`config.mk`:
```
export PLATFORM = sky130hd
export DESIGN_NAME = serial_subtractor
export DESIGN_NICKNAME = d
export VERILOG_FILES = /design/src/rtl/serial_subtractor_pkg.sv /design/src/rtl/serial_subtractor_full_subtractor.sv /design/src/rtl/serial_subtractor.sv
export SDC_FILE = /design/constraint.sdc
export NUM_CORES = 1
export LEC_CHECK = 0
export BUFFER_PORTS_ARGS = -buffer_cell sky130_fd_sc_hd__buf_2
export CAP_MARGIN = 10
export CORE_ASPECT_RATIO = 0.9
export CORE_MARGIN = 5
export CORE_UTILIZATION = 53
export CTS_CLUSTER_SIZE = 24
export DETAILED_ROUTE_END_ITERATION = 10
export PLACE_DENSITY = 0.88
export SLEW_MARGIN = 30
export SYNTH_ARGS = -nofsm -noshare
export SYNTH_HDL_FRONTEND = slang
export SYNTH_SLANG_ARGS = --single-unit
```
`constraint.sdc`:
```
create_clock -name clk -period 1.85 [get_ports clk]
set_clock_uncertainty 0.05 [all_clocks]
set_input_delay 0.37 -clock clk [delete_from_list [all_inputs] [get_ports clk]]
set_output_delay 0.37 -clock clk [all_outputs]
set_load 0.05 [all_outputs]
```
`src/rtl/serial_subtractor_pkg.sv`:
```
// serial_subtractor_pkg: FSM state codes shared by the serial arithmetic blocks
package serial_subtractor_pkg;
  typedef enum logic [1:0] {S_IDLE = 2'd0, S_RUN = 2'd1, S_DONE = 2'd2} state_t;
endpackage

```
`src/rtl/serial_subtractor_full_subtractor.sv`:
```
// full_subtractor: 1-bit full subtractor cell (a, b, bin -> d = a-b-bin, bout)
module full_subtractor (
  input  logic a,
  input  logic b,
  input  logic bin,
  output logic d,
  output logic bout
);
  assign d    = a ^ b ^ bin;
  assign bout = (~a & b) | (~(a ^ b) & bin);
endmodule

```
`src/rtl/serial_subtractor.sv`:
```
// serial_subtractor: LSB-first bit-serial a-b (clk, rst, start, a, b -> busy, done, diff, bout, ovf)
module serial_subtractor
  import serial_subtractor_pkg::*;
#(
  parameter int WIDTH = 8
) (
  input  logic             clk,
  input  logic             rst,
  input  logic             start,
  input  logic [WIDTH-1:0] a,
  input  logic [WIDTH-1:0] b,
  output logic             busy,
  output logic             done,
  output logic [WIDTH-1:0] diff,
  output logic             bout,
  output logic             ovf
);
  localparam int CW = $clog2(WIDTH);
  state_t           state_q, state_d;
  logic [WIDTH-1:0] a_q, a_d, b_q, b_d, sr_q, sr_d, diff_q, diff_d, sr_n;
  logic [CW-1:0]    cnt_q, cnt_d;
  logic             brw_q, brw_d, bout_q, bout_d, ovf_q, ovf_d, d, bo, last;
  full_subtractor u_fs (.a(a_q[0]), .b(b_q[0]), .bin(brw_q), .d(d), .bout(bo));
  assign sr_n = {d, sr_q[WIDTH-1:1]};
  assign last = cnt_q == CW'(WIDTH - 1);
  always_comb begin
    state_d = state_q;
    a_d     = a_q;
    b_d     = b_q;
    sr_d    = sr_q;
    cnt_d   = cnt_q;
    brw_d   = brw_q;
    diff_d  = diff_q;
    bout_d  = bout_q;
    ovf_d   = ovf_q;
    if (state_q == S_IDLE) begin
      if (start) begin
        a_d     = a;
        b_d     = b;
        sr_d    = '0;
        cnt_d   = '0;
        brw_d   = 1'b0;
        state_d = S_RUN;
      end
    end else if (state_q == S_RUN) begin
      a_d   = a_q >> 1;
      b_d   = b_q >> 1;
      sr_d  = sr_n;
      brw_d = bo;
      cnt_d = cnt_q + CW'(1);
      if (last) begin
        diff_d  = sr_n;
        bout_d  = bo;
        // on the last bit a_q[0]/b_q[0] are the operand sign bits and d is the result sign
        ovf_d   = (a_q[0] ^ b_q[0]) & (d ^ a_q[0]);
        state_d = S_DONE;
      end
    end else begin
      state_d = S_IDLE;
    end
  end
  always_ff @(posedge clk) begin
    if (rst) begin
      state_q <= S_IDLE;
      a_q     <= '0;
      b_q     <= '0;
      sr_q    <= '0;
      cnt_q   <= '0;
      brw_q   <= 1'b0;
      diff_q  <= '0;
      bout_q  <= 1'b0;
      ovf_q   <= 1'b0;
    end else begin
      state_q <= state_d;
      a_q     <= a_d;
      b_q     <= b_d;
      sr_q    <= sr_d;
      cnt_q   <= cnt_d;
      brw_q   <= brw_d;
      diff_q  <= diff_d;
      bout_q  <= bout_d;
      ovf_q   <= ovf_d;
    end
  end
  assign busy = state_q == S_RUN;
  assign done = state_q == S_DONE;
  assign diff = diff_q;
  assign bout = bout_q;
  assign ovf  = ovf_q;
endmodule

```
==> metrics.txt <==
# TYPE chip_impl_metric gauge
chip_impl_metric{name="clock_period_minus_final_worst_setup_slack",unit="ns"} 1.75
chip_impl_metric{name="maximum_fanout_encountered_on_the_critical_timing_path",unit=""} 20
chip_impl_metric{name="combPwrFrac",unit="%"} 11.3
chip_impl_metric{name="setup_violations",unit=""} 0
chip_impl_metric{name="initial_utilization",unit="%"} 54.3
chip_impl_metric{name="detailedPlacementHpwl",unit="um"} 2310
chip_impl_metric{name="die_area",unit="um^2"} 4280
chip_impl_metric{name="place.gp.congestion",unit=""} 0.700
chip_impl_metric{name="cts.repair_timing.setup_buffer_count",unit=""} 0
chip_impl_metric{name="syn-instance-count",unit=""} 158
chip_impl_metric{name="clockPowerShare",unit="%"} 35.0
chip_impl_metric{name="core_region_area",unit="um^2"} 3000
chip_impl_metric{name="detail_route.vias_per_cell",unit=""} 5.34
chip_impl_metric{name="p_total",unit="W"} 0.00168
chip_impl_metric{name="postSynthRegisterBits",unit=""} 39
chip_impl_metric{name="cts_made_buffers",unit=""} 5
chip_impl_metric{name="max_freq",unit="MHz"} 572
chip_impl_info{name="yosysTopAreaCell",value="sky130_fd_sc_hd__dfxtp_1"} 1
chip_impl_metric{name="insertedDiodeCount",unit=""} 0
chip_impl_metric{name="drtIter0Drc",unit=""} 91
chip_impl_info{name="tritoncts_clock_tree",value="built"} 1
chip_impl_metric{name="dr_total_vias",unit=""} 1238
chip_impl_metric{name="cts_hold_buf",unit=""} 0
chip_impl_metric{name="postCtsResizedCells",unit=""} 0
chip_impl_metric{name="cp_data_arrival_time",unit="ns"} 1.33
chip_impl_metric{name="worstHoldPathCells",unit=""} 3
chip_impl_info{name="end_kind",value="primary output"} 1
chip_impl_info{name="min_delay_worst_endpoint",value="b_q[7]"} 1
chip_impl_metric{name="clk_path_buf_depth",unit=""} 2
chip_impl_metric{name="die_w",unit="um"} 68.4
chip_impl_info{name="global_route.peak_usage_layer",value="met2"} 1
chip_impl_metric{name="rr_worst_depth",unit=""} 5
chip_impl_metric{name="clock-sinks",unit=""} 39
chip_impl_metric{name="drtPass1Iterations",unit=""} 4
chip_impl_info{name="grt_setup_unrepaired",value="no"} 1
chip_impl_metric{name="synth_warnings",unit=""} 0
chip_impl_info{name="r2r_end",value="ovf"} 1
chip_impl_metric{name="post_synthesis_net_count",unit=""} 181
chip_impl_metric{name="share_of_the_synthesized_area_in_the_top_cell_type",unit="%"} 48.0
chip_impl_metric{name="maxCapViolations",unit=""} 0
chip_impl_metric{name="pwr_cell_area",unit="nW/um^2"} 891
chip_impl_metric{name="worst_pin_slew",unit="ns"} 0.427
chip_impl_metric{name="global_route_wire_length_before_repair",unit="um"} 5480
chip_impl_metric{name="drc",unit=""} 0
chip_impl_info{name="critPathLaunchType",value="flop"} 1
chip_impl_metric{name="first_global_vias",unit=""} 1232
chip_impl_metric{name="flow.area_growth_from_synthesis",unit="%"} 15.7
chip_impl_metric{name="antenna_found_initial",unit=""} 0
chip_impl_metric{name="antenna_left",unit=""} 0
chip_impl_metric{name="die_height",unit="um"} 62.5
chip_impl_metric{name="boundaryPins",unit=""} 31
chip_impl_metric{name="mappedNetlistArea",unit="um^2"} 1630
chip_impl_metric{name="power.internal",unit="W"} 0.00128
chip_impl_info{name="synth.area.top_cells",value="sky130_fd_sc_hd__dfxtp_1 48%, sky130_fd_sc_hd__mux2i_1 9.2%, sky130_fd_sc_hd__a211oi_2 7.7%"} 1
chip_impl_metric{name="clk-insertion-delay-late",unit="ns"} 0.34
chip_impl_metric{name="max_slew_margin",unit="%"} 71.5
chip_impl_metric{name="pins_over_slew_limit",unit=""} 0
chip_impl_metric{name="minimum_setup_slack_among_reg_to_reg_paths",unit="ns"} 0.18
chip_impl_metric{name="syn-mean-instance-area",unit="um^2"} 10.3
chip_impl_metric{name="timing.critical_path.required",unit="ns"} 1.43
chip_impl_info{name="hold_path.startpoint",value="b[7]"} 1
chip_impl_info{name="status",value="completed"} 1
chip_impl_metric{name="post-route-util",unit="%"} 62.8
chip_impl_metric{name="grtUsageMet1",unit="%"} 18.9
chip_impl_metric{name="global_route.usage.total",unit="%"} 16.8
chip_impl_metric{name="netSwitchingFraction",unit="%"} 23.6
chip_impl_metric{name="routedWlPerCell",unit="um"} 13.7
chip_impl_metric{name="grt_start_max_net_pins",unit=""} 21
chip_impl_metric{name="share_seq_of_total_power",unit="%"} 53.6
chip_impl_metric{name="synthDistinctLibCells",unit=""} 27
chip_impl_metric{name="synth-seq-area-share",unit="%"} 48.0
chip_impl_metric{name="grt_overflow",unit=""} 0
chip_impl_metric{name="gr-usage-met2",unit="%"} 28.0
chip_impl_metric{name="post-route-period-util",unit="%"} 94.6
chip_impl_metric{name="proportion_of_layout_cells_with_a_drive_suffix_above_1",unit="%"} 28.9
chip_impl_metric{name="routed_wl",unit="um"} 3170
chip_impl_metric{name="setup-tns-final",unit="ns"} 0
chip_impl_metric{name="worst_setup_hold_path_clk_slew",unit="ns"} 0.11
chip_impl_info{name="worst_hold_path_type",value="input port to flop"} 1
chip_impl_info{name="worstReg2RegStart",value="b_q[0]"} 1
chip_impl_metric{name="groute.layer.met3.usage",unit="%"} 3.96
chip_impl_metric{name="finalHoldViolations",unit=""} 0
chip_impl_metric{name="ir_drop",unit="V"} 0.000386
chip_impl_metric{name="sw_pwr",unit="W"} 0.000395
chip_impl_info{name="path_class",value="flop to primary output"} 1
chip_impl_metric{name="p_leak",unit="nW"} 0.818
chip_impl_metric{name="h-tree-depth",unit=""} 2
chip_impl_metric{name="finish.net_count",unit=""} 212
chip_impl_info{name="cts-root-buf",value="sky130_fd_sc_hd__clkbuf_4"} 1
chip_impl_metric{name="rows",unit=""} 19
chip_impl_metric{name="buffer_ports.inserted",unit=""} 30
## state kept, by name, summed over array words and instances, names as in the netlist
name,cells
a_q,8
b_q,8
bout,1
brw_q,1
cnt_q,3
diff,8
ovf,1
sr_q,7
state_q,2
## power groups by stage
stage,clock network [W],registers (W),logic [W]
after floorplan,0,0.000912,0.000150
after global placement,0,0.000915,0.000180
after detailed placement,0,0.000918,0.000190
after CTS,0.000604,0.000899,0.000191
after global routing,0.000641,0.000905,0.000211
final,0.000587,0.000899,0.000190
## synthesized netlist by cell type
master,n
sky130_fd_sc_hd__a22o_1,10
sky130_fd_sc_hd__nor2b_1,3
sky130_fd_sc_hd__o21ba_2,1
sky130_fd_sc_hd__nor3_1,1
sky130_fd_sc_hd__nor2_1,18
sky130_fd_sc_hd__nand3b_4,1
sky130_fd_sc_hd__a21oi_1,9
sky130_fd_sc_hd__fa_1,1
sky130_fd_sc_hd__nor2_2,1
sky130_fd_sc_hd__buf_4,1
sky130_fd_sc_hd__or3_1,1
sky130_fd_sc_hd__buf_6,2
sky130_fd_sc_hd__a22oi_1,2
sky130_fd_sc_hd__nor3b_1,1
sky130_fd_sc_hd__nand2_1,17
sky130_fd_sc_hd__dfxtp_1,39
sky130_fd_sc_hd__inv_1,5
sky130_fd_sc_hd__and3b_1,1
sky130_fd_sc_hd__a211oi_2,10
sky130_fd_sc_hd__buf_1,1
sky130_fd_sc_hd__ha_1,3
sky130_fd_sc_hd__a211oi_1,6
sky130_fd_sc_hd__xnor2_1,1
sky130_fd_sc_hd__mux2i_1,15
sky130_fd_sc_hd__o21bai_1,1
sky130_fd_sc_hd__buf_2,6
sky130_fd_sc_hd__and2_1,1
## how the worst max path moves through the flow
stage / cells past startpoint / startpoint / to / slack [ns]
global route: 3 / state_q[0] / done / 0.03
CTS: 3 / state_q[0] / done / 0.08
finish: 3 / state_q[0] / done / 0.10
floorplan: 4 / state_q[0] / brw_q / 0.04
detailed placement: 5 / b_q[0] / ovf / 0.20
global placement: 5 / b_q[0] / ovf / 0.28
## metrics by stage
step	instance area, um^2	cells	hold WS (ns)	setup WS (ns)
global route	1880	232	0.217	0.0270
global placement	1790	224	0.393	0.278
CTS	1880	232	0.211	0.0817
finish	1880	232	0.223	0.101
floorplan	1630	158	0.382	0.0407
detailed placement	1790	224	0.398	0.200
## critical path, cell delays in order (launching register included)
cell and delay [ns]:
sky130_fd_sc_hd__dfxtp_1 0.37, sky130_fd_sc_hd__buf_4 0.32, sky130_fd_sc_hd__nor2b_1 0.08, sky130_fd_sc_hd__buf_2 0.22
## cell families after synthesis
logic type / synth area share, %
compound gates: 20.6
xor+xnor: 0.539
fa+ha+maj: 3.54
buf+inv: 5.08
flops: 48.0
mux: 9.24
simple gates: 12.9
## layout make-up
| class | instances | area, um^2 |
|---|---|---|
| Timing Repair Buffer | 34 | 180 |
| Inverter | 5 | 18.8 |
| Tap cell | 42 | 52.6 |
| Fill cell | 238 | 1110 |
| Sequential cell | 39 | 781 |
| Clock inverter | 2 | 35.0 |
| Multi-Input combinational cell | 104 | 762 |
| Clock buffer | 6 | 51.3 |
## cells in the final DEF, fill, tap and decap left out, types with 4 or more instances in the layout
cell                       count
sky130_fd_sc_hd__a211oi_1      6
sky130_fd_sc_hd__a21oi_1       9
sky130_fd_sc_hd__mux2i_1      15
sky130_fd_sc_hd__clkbuf_4      5
sky130_fd_sc_hd__nor2_1       18
sky130_fd_sc_hd__nand2_1      17
sky130_fd_sc_hd__dfxtp_1      39
sky130_fd_sc_hd__inv_1         5
sky130_fd_sc_hd__a22o_1       10
sky130_fd_sc_hd__a211oi_2     10
sky130_fd_sc_hd__buf_2        30
sky130_fd_sc_hd__buf_4         4
## per-layer routing
| layer | vias to the layer above | wire length [um] |
|---|---|---|
| li1 | 615 | - |
| met1 | 585 | 1330 |
| met2 | 28 | 1610 |
| met3 | 10 | 147 |
| met4 | 0 | 91 |
| met5 | - | 0 |
Power figures use the tool's default switching activity.
